==> config.mk <==
export PLATFORM = sky130hd
export DESIGN_NAME = bhg_key_sched_ctrl
export DESIGN_NICKNAME = d
export VERILOG_FILES = /design/src/rtl/bhg_pkg.sv /design/src/rtl/bhg_inflight_cnt.sv /design/src/rtl/bhg_key_sched_ctrl.sv
export SDC_FILE = /design/constraint.sdc
export NUM_CORES = 1
export LEC_CHECK = 0
export BUFFER_PORTS_ARGS = -buffer_cell sky130_fd_sc_hd__clkbuf_2
export CAP_MARGIN = 20
export CORE_ASPECT_RATIO = 0.9
export CORE_MARGIN = 4
export CORE_UTILIZATION = 57
export DETAILED_ROUTE_END_ITERATION = 8
export MAX_ROUTING_LAYER = met4
export PLACE_DENSITY_LB_ADDON = 0.15
export SLEW_MARGIN = 20
export SYNTH_ARGS = -nofsm -noshare
export SYNTH_HDL_FRONTEND = slang
export SYNTH_SLANG_ARGS = --single-unit
==> constraint.sdc <==
create_clock -name clk -period 6.9 [get_ports clk]
set_clock_uncertainty 0.2 [all_clocks]
set_input_delay 1.035 -clock clk [delete_from_list [all_inputs] [get_ports clk]]
set_output_delay 1.035 -clock clk [all_outputs]
set_load 0.01 [all_outputs]
==> src/rtl/bhg_pkg.sv <==
// Shared types and widths for the bhargava key-schedule controller.
package bhg_pkg;

  localparam int KEY_W  = 64;
  localparam int BYTE_W = 8;

  typedef enum logic [1:0] {
    ST_LOAD,
    ST_SETTLE,
    ST_PASS,
    ST_DRAIN
  } bhg_state_e;

endpackage

==> src/rtl/bhg_inflight_cnt.sv <==
// Saturating up/down count of bytes issued to the core but not yet seen at its output.
module bhg_inflight_cnt #(
  parameter int IFL_W = 24
) (
  input  logic clk,
  input  logic rst,
  input  logic i_en,
  input  logic i_inc,
  input  logic i_dec,
  output logic o_zero
);

  localparam logic [IFL_W-1:0] CNT_MAX = '1;
  localparam logic [IFL_W-1:0] CNT_ONE = IFL_W'(1);

  logic [IFL_W-1:0] r_cnt;

  // Simultaneous inc and dec cancel; both ends clamp instead of wrapping.
  always_ff @(posedge clk or posedge rst) begin
    if (rst) begin
      r_cnt <= '0;
    end else if (i_en) begin
      if (i_inc && !i_dec && (r_cnt != CNT_MAX)) begin
        r_cnt <= r_cnt + CNT_ONE;
      end else if (!i_inc && i_dec && (r_cnt != '0)) begin
        r_cnt <= r_cnt - CNT_ONE;
      end
    end
  end

  assign o_zero = (r_cnt == '0);

endmodule

==> src/rtl/bhg_key_sched_ctrl.sv <==
// Feeds MPEG bytes into the bhargava core and sequences safe key/mode changes.
// Optional BHG_KEY_SCHED_STATS_EN adds byte/full-cycle statistics counters.
//
// state     | meaning
// ST_LOAD   | one cycle, key_en issued to the core
// ST_SETTLE | key schedule settling, input held off
// ST_PASS   | bytes flow from source to core
// ST_DRAIN  | waiting for in-flight bytes to leave the core
module bhg_key_sched_ctrl
  import bhg_pkg::*;
#(
  parameter int               IFL_W      = 24,
  parameter int               DRAIN_TO   = 4096,
  parameter int               SETTLE_CYC = 20,
  parameter logic [KEY_W-1:0] KEY_RST    = 64'h0,
  parameter logic             MODE_RST   = 1'b1
) (
  input  logic              clk,
  input  logic              rst,
  input  logic              clk_en,
  input  logic [BYTE_W-1:0] src_data,
  input  logic              src_valid,
  input  logic              src_last,
  output logic              src_ready,
  output logic [BYTE_W-1:0] mpeg_in,
  output logic              mpeg_in_en,
  output logic              stream_end,
  input  logic              mpeg_prog_full,
  input  logic              mpeg_out_en,
  input  logic              key_req,
  input  logic [KEY_W-1:0]  key_new,
  input  logic              mode_new,
  output logic              key_ack,
  output logic              key_late,
  output logic [KEY_W-1:0]  key_in,
  output logic              mode_in,
  output logic              key_en,
  output logic              busy
`ifdef BHG_KEY_SCHED_STATS_EN
  ,
  output logic [31:0]       in_byte_cnt,
  output logic [31:0]       out_byte_cnt,
  output logic [31:0]       full_cycle_cnt
`endif
);

  localparam int TMR_MAX = (DRAIN_TO > SETTLE_CYC) ? DRAIN_TO : SETTLE_CYC;
  localparam int TMR_W   = $clog2(TMR_MAX + 1);
  localparam logic [TMR_W-1:0] DRAIN_LD  = TMR_W'(DRAIN_TO - 1);
  localparam logic [TMR_W-1:0] SETTLE_LD = TMR_W'(SETTLE_CYC - 1);
  localparam logic [TMR_W-1:0] TMR_ONE   = TMR_W'(1);

  bhg_state_e        r_state;
  bhg_state_e        w_state_nxt;
  logic [TMR_W-1:0]  r_tmr;
  logic [TMR_W-1:0]  w_tmr_nxt;
  logic              r_post_rst;
  logic              w_key_acc;
  logic              w_force;
  logic              w_ack_nxt;
  logic              w_accept;
  logic              w_ifl_zero;

  logic [BYTE_W-1:0] r_mpeg_in;
  logic              r_mpeg_in_en;
  logic              r_stream_end;
  logic              r_key_ack;
  logic              r_key_late;
  logic [KEY_W-1:0]  r_key_in;
  logic              r_mode_in;
  logic              r_key_en;

  bhg_inflight_cnt #(
    .IFL_W (IFL_W)
  ) u_inflight (
    .clk    (clk),
    .rst    (rst),
    .i_en   (clk_en),
    .i_inc  (r_mpeg_in_en),
    .i_dec  (mpeg_out_en),
    .o_zero (w_ifl_zero)
  );

  // A single down-counter serves both the settle wait and the drain timeout.
  always_comb begin
    w_state_nxt = r_state;
    w_tmr_nxt   = r_tmr;
    w_key_acc   = 1'b0;
    w_force     = 1'b0;
    w_ack_nxt   = 1'b0;
    case (r_state)
      ST_LOAD: begin
        w_state_nxt = ST_SETTLE;
        w_tmr_nxt   = SETTLE_LD;
      end
      ST_SETTLE: begin
        if (r_tmr == '0) begin
          w_state_nxt = ST_PASS;
          w_ack_nxt   = ~r_post_rst;
        end else begin
          w_tmr_nxt = r_tmr - TMR_ONE;
        end
      end
      ST_PASS: begin
        if (key_req) begin
          w_key_acc   = 1'b1;
          w_state_nxt = ST_DRAIN;
          w_tmr_nxt   = DRAIN_LD;
        end
      end
      ST_DRAIN: begin
        if (w_ifl_zero) begin
          w_state_nxt = ST_LOAD;
        end else if (r_tmr == '0) begin
          w_state_nxt = ST_LOAD;
          w_force     = 1'b1;
        end else begin
          w_tmr_nxt = r_tmr - TMR_ONE;
        end
      end
      default: w_state_nxt = ST_LOAD;
    endcase
  end

  always_ff @(posedge clk or posedge rst) begin
    if (rst) begin
      r_state <= ST_LOAD;
      r_tmr   <= '0;
    end else if (clk_en) begin
      r_state <= w_state_nxt;
      r_tmr   <= w_tmr_nxt;
    end
  end

  assign src_ready = clk_en & (r_state == ST_PASS) & ~mpeg_prog_full
                     & ~r_stream_end & ~key_req;
  assign w_accept  = src_valid & src_ready;

  always_ff @(posedge clk or posedge rst) begin
    if (rst) begin
      r_post_rst   <= 1'b1;
      r_mpeg_in    <= '0;
      r_mpeg_in_en <= 1'b0;
      r_stream_end <= 1'b0;
      r_key_ack    <= 1'b0;
      r_key_late   <= 1'b0;
      r_key_in     <= KEY_RST;
      r_mode_in    <= MODE_RST;
      r_key_en     <= 1'b0;
    end else if (clk_en) begin
      r_key_en     <= (r_state == ST_LOAD);
      r_key_ack    <= w_ack_nxt;
      r_mpeg_in_en <= w_accept;
      if (w_accept) begin
        r_mpeg_in <= src_data;
      end
      if (w_accept && src_last) begin
        r_stream_end <= 1'b1;
      end
      if (w_key_acc) begin
        r_key_in   <= key_new;
        r_mode_in  <= mode_new;
        r_key_late <= 1'b0;
      end
      if (w_force) begin
        r_key_late <= 1'b1;
      end
      // Only the very first load after reset completes without acknowledging.
      if ((r_state == ST_SETTLE) && (w_state_nxt == ST_PASS)) begin
        r_post_rst <= 1'b0;
      end
    end
  end

  assign mpeg_in    = r_mpeg_in;
  assign mpeg_in_en = r_mpeg_in_en;
  assign stream_end = r_stream_end;
  assign key_ack    = r_key_ack;
  assign key_late   = r_key_late;
  assign key_in     = r_key_in;
  assign mode_in    = r_mode_in;
  assign key_en     = r_key_en;
  assign busy       = (r_state != ST_PASS);

`ifdef BHG_KEY_SCHED_STATS_EN
  logic [31:0] r_in_byte_cnt;
  logic [31:0] r_out_byte_cnt;
  logic [31:0] r_full_cycle_cnt;

  always_ff @(posedge clk or posedge rst) begin
    if (rst) begin
      r_in_byte_cnt    <= '0;
      r_out_byte_cnt   <= '0;
      r_full_cycle_cnt <= '0;
    end else if (clk_en) begin
      if (w_accept)       r_in_byte_cnt    <= r_in_byte_cnt + 32'd1;
      if (mpeg_out_en)    r_out_byte_cnt   <= r_out_byte_cnt + 32'd1;
      if (mpeg_prog_full) r_full_cycle_cnt <= r_full_cycle_cnt + 32'd1;
    end
  end

  assign in_byte_cnt    = r_in_byte_cnt;
  assign out_byte_cnt   = r_out_byte_cnt;
  assign full_cycle_cnt = r_full_cycle_cnt;
`endif

endmodule

Word level (Yosys, flattened, before mapping)

Cells that the tools add are included.

Flip-flop bits (word level): 118
Latch bits: 0
Bits in writable memories: 0
Memory bits (read-only): 0
Bits of input ports: 81
Output and inout port bits: 80
Logic and storage cells: 73
Memories: 0

$add $sub $neg: 3
Multiply operators: 0
Div/mod/pow operators: 0
Magnitude comparators: 0
Eq/ne operators: 8
Shift operators: 0
Muxes and demuxes: 20
Bitwise gates (word level): 9
Reduce and logical (&&, ||, !) cells: 21

Operators with widths:

| kind                                                 | number |
|---|---|
| case mux 13 bit (4 select lines)                     | 1 |
| 2-to-1 mux 24 bit                                    | 2 |
| 2-to-1 mux 13 bit                                    | 3 |
| adder 24 x 1 -> 24 bit (second input constant)       | 1 |
| zero test 24 bit                                     | 1 |
| inequality test 24 bit (second input constant)       | 1 |
| nonzero test 24 bit                                  | 1 |
| subtractor 24 x 1 -> 24 bit (second input constant)  | 1 |
| zero test 13 bit                                     | 1 |
| subtractor 13 x 1 -> 13 bit (second input constant)  | 1 |
| AND reduction 2 bit                                  | 6 |
| 2-to-1 mux 1 bit                                     | 9 |
| 2-to-1 mux 2 bit                                     | 4 |
| case mux 2 bit (4 select lines)                      | 1 |
| equality test 2 bit (second input constant)          | 3 |
| logical AND 1 bit                                    | 6 |
| inequality test 2 bit (second input constant)        | 3 |
| AND 1 bit                                            | 5 |
| inverter 1 bit                                       | 4 |
| nonzero test 2 bit                                   | 2 |
| AND reduction 3 bit                                  | 1 |
| equality test 2 x 1 -> 1 bit (second input constant) | 1 |
| zero test 1 bit                                      | 2 |
| zero test 2 bit                                      | 1 |

Logic depth before layout (Yosys ltp)

Depth after elaboration: 8
Mapped depth: 13
Depth with buffers taken out: 12

Hierarchy

A second synthesis with hierarchy kept.

Cells, all modules: 561
Area total of the unflattened synthesis: 6308.6 sq um

By module, submodules not included:

| module             | instances | cells an instance | area each (sq um) | sequential area each (sq um) |
|---|---|---|---|---|
| bhg_key_sched_ctrl | 1         | 289               | 3998.8            | 2354.8 |
| bhg_inflight_cnt   | 1         | 272               | 2309.7            | 600.6 |

Least setup slack after synthesis

OpenSTA, ideal clock, no wires.

Kind: input -> register
Start point: input mpeg_out_en
End point: register u_inflight.r_cnt[21]
Arrival: 3568 ps
Slack: 3009 ps
Cell stages on the path: 10
Path through: nand3b_1 -> ha_1 -> clkbuf_1 -> or2_2 -> a31o_2 -> a31o_2 -> a41oi_1 -> o41ai_1 -> xnor2_1 -> o21ai_1

Word-level cells in the longest chain between the ends: 5
Elaborated cells on any way between the ends: 8
Classes of those cells: mux: 1; reduce/logical: 7

Ends and longest elaborated chain:

| item                           | line                     | RTL |
|---|---|---|
| start, declared                | bhg_key_sched_ctrl.sv:29 | `input logic mpeg_out_en,` |
| zero test 1 bit                | bhg_inflight_cnt.sv:23   | `if (i_inc && !i_dec && (r_cnt != CNT_MAX)) begin` |
| logical AND 1 bit (2 in a row) | bhg_inflight_cnt.sv:23   |  |
| nonzero test 2 bit (no line)   | -                        |  |
| AND reduction 2 bit (no line)  | -                        |  |
| end signal, assigned           | bhg_inflight_cnt.sv:24   | `r_cnt <= r_cnt + CNT_ONE;` |
| end signal, assigned           | bhg_inflight_cnt.sv:26   | `r_cnt <= r_cnt - CNT_ONE;` |
| end, declared                  | bhg_inflight_cnt.sv:16   | `logic [IFL_W-1:0] r_cnt;` |

Parallel ways exist; a longest one is shown, timed or not.
A chain may end at the register's enable or synchronous reset.

Worst setup path after layout

Start point: input mpeg_out_en
End point: register u_inflight.r_cnt[11]

The elaborated chain is that of the path after synthesis.

==> impl_metrics.toml <==
[sta]
hold-worst-slack_ps = 275
final-hold-violation-count = 0
slew_violations = 0
post-route-min-period_ps = 4240
rsz0062_at_grt = "no"
setup_viol = 0
min_period_over_period_pct = 61.4
clock.fmax_mhz = 236
setup_tns_ps = 0
slew_headroom_pct = 29.8
tightest_slew_ps = 1050

[global_routing]
grt_overflow = 0
track_usage_pct = 25.4
grt_pass1_vias = 4774
grt_antenna_before_repair = 0
grt_max_degree = 77
grt_pass1_wl_um = 23700

[clock_tree]
postCtsHoldBufs = 0
clk_pin_slew_worst_paths_ps = 50
cts_buffer_depth = 2
cts_tree = "yes"
clk_latency_ps = 410
cts_resized = 0
cts_buffers = 17
post_cts_buffers = 0
cts_sinks = 118
htreeDepth = 4
cts_root_buf = "clkbuf_16"

[hold_path]
hp-class = "flip-flop to flip-flop"

[power]
power.switching_mw = 1.07
p_seq_share_pct = 33.6
combPwrFrac_pct = 35.1
pwr_density_cell_nw_per_um2 = 407
ir_drop_v = 0.000291
p_sw_share_pct = 35.5
p_int_mw = 1.94
clkPwrFrac_pct = 31.4
leakage_nw = 3.85

[die]
die_x_um = 115
die_y_um = 105
initial_core_util_pct = 59.6
dieArea_um2 = 12100
placementRows = 34
ios = 161
core_area_um2 = 9910

[synthesis]
synth.distinct_cells = 60
yosys_warnings = 0
synth_ff_type = "dfrtp_1"
yosysSeqAreaShare_pct = 50.0
synth.cell_area_um2 = 5910
syn_inst = 548
synth_enable_flop_cells = 0
ys_seq_elements = 118
syn_area_per_cell_um2 = 10.8
syn_nets = 653
synth-async-reset-ratio_pct = 100

[route]
routed_wl_um = 14600
drc = 0
ant_nets = 0
firstDrtPassIters = 4
via_per_inst = 5.66
wl_per_cell_um = 17.4
via_count = 4759
drt_iter0_markers = 315

[layout]
multiInputGateArea_um2 = 2780
syn_to_final_growth_pct = 25.4
nets = 807
diodes = 0
fillers = 670
layout-drive-gt1-share_pct = 38.9
ff_latch_area_um2 = 2960

[setup_path]
critPathKind = "input port to flip-flop"
critPathArrivalTime_ps = 4330
cp-start-kind = "input port"
required_ps = 6990
crit_fanout = 23
critPathCaptureType = "flip-flop"

[run_status]
status = "finished, final reports clean"

[placed_design]
dp_hpwl_um = 10500
port_buffers = 160
gp_congestion = 0.901

[job]
maxCapViolations = 0
[state kept, by name, indices dropped and copies added, names as in the netlist]
register and count:
mpeg_in 8, key_in 64, u_inflight.r_cnt 24, r_state 2, mode_in 1, r_post_rst 1, key_ack 1, mpeg_in_en 1
key_late 1, r_tmr 13, stream_end 1, key_en 1
[metrics by stage]
step | total power, mW | instances | instance area (um^2) | worst slack (ps) | utilization (%)
2_1_floorplan | 1.78 | 548 | 5910 | 2540 | -
6_report | 3.02 | 841 | 7410 | 2660 | 74.8
5_1_grt | 3.21 | 841 | 7410 | 2400 | 74.8
3_5_place_dp | 2.06 | 809 | 6780 | 2300 | 68.4
4_1_cts | 3.01 | 841 | 7410 | 2690 | 74.8
3_3_place_gp | 2.01 | 809 | 6780 | 2440 | 68.4
[path summary, 6_finish.rpt]
kind,cells past startpoint,end,start,slack [ps]
min reg2reg,2,mpeg_in[5],mpeg_in[5],270
min in group asynchronous,2,mpeg_in[3],rst,620
max reg2reg,12,u_inflight.r_cnt[11],u_inflight.r_cnt[0],2700
min,2,mpeg_in[5],mpeg_in[5],270
max in group asynchronous,3,mode_in,rst,4760
max,10,u_inflight.r_cnt[11],mpeg_out_en,2660
[worst max-delay path, cell delays in order]
cell	delay (ps)
clkbuf_2	90
nand3b_1	820
ha_1	660
a211oi_1	290
o21ai_1	210
a31oi_1	300
o21ai_1	190
a2111oi_0	470
a21oi_1	80
a22o_1	190
[cell type report]
cell class | instances | area share, %
Clock inverter | 14 | 2.67
Sequential cell | 118 | 39.9
Clock buffer | 18 | 5.93
Multi-Input combinational cell | 387 | 37.5
Inverter | 15 | 0.793
Timing Repair Buffer | 163 | 11.1
Tap cell | 126 | 2.13
[power groups by stage]
stage | registers, mW | logic [mW] | clock network [mW]
6_report | 1.01 | 1.06 | 0.946
5_1_grt | 1.03 | 1.19 | 0.990
4_1_cts | 1.01 | 1.05 | 0.952
3_5_place_dp | 1.01 | 1.04 | 0
3_3_place_gp | 1.01 | 1.01 | 0
2_1_floorplan | 0.995 | 0.788 | 0
[Yosys cell counts (7+ instances only)]
master / n / area (um^2)
ha_1: 23 / 288
nand2_1: 69 / 259
xor2_1: 9 / 78.8
inv_1: 13 / 48.8
nor4_1: 8 / 50.1
a21oi_1: 31 / 155
a21o_1: 8 / 60.1
nand4_1: 11 / 68.8
nor2_1: 21 / 78.8
nand3_1: 11 / 55.1
xnor2_1: 13 / 114
a31oi_1: 7 / 43.8
buf_2: 10 / 50.1
clkbuf_1: 14 / 52.6
dfrtp_1: 116 / 2900
o21ai_1: 12 / 60.1
o21ai_0: 36 / 180
mux2_2: 68 / 766
[layout by cell type (no fill, tap or decap), drive strengths merged, types with 8 or more instances in the layout]
master	n
nand3	12
nor2	22
a21oi	32
nor4	8
ha	23
nand4	11
inv	16
nand2	69
mux2	68
clkbuf	178
o21ai	48
xor2	9
a21o	8
dfrtp	116
xnor2	13
[kinds of logic (layout without fill, tap and decap cells)]
| group | Yosys count | count (layout) | share of synthesized area [%] |
|---|---|---|---|
| flops | 118 | 118 | 50.0 |
| fa+ha+maj | 24 | 24 | 5.21 |
| compound gates | 132 | 132 | 13.9 |
| buf+inv | 43 | 210 | 3.07 |
| simple gates | 140 | 140 | 11.4 |
| xor+xnor | 22 | 22 | 3.26 |
| mux | 69 | 69 | 13.1 |
[per-layer routing]
layer	GRT usage (%)	part of all wire (%)
met4	7.71	1.6
met2	41.9	51
met1	30.5	40
met3	6.82	7.0
met5	-	0
No activity file was read; power rests on OpenSTA's default activity.
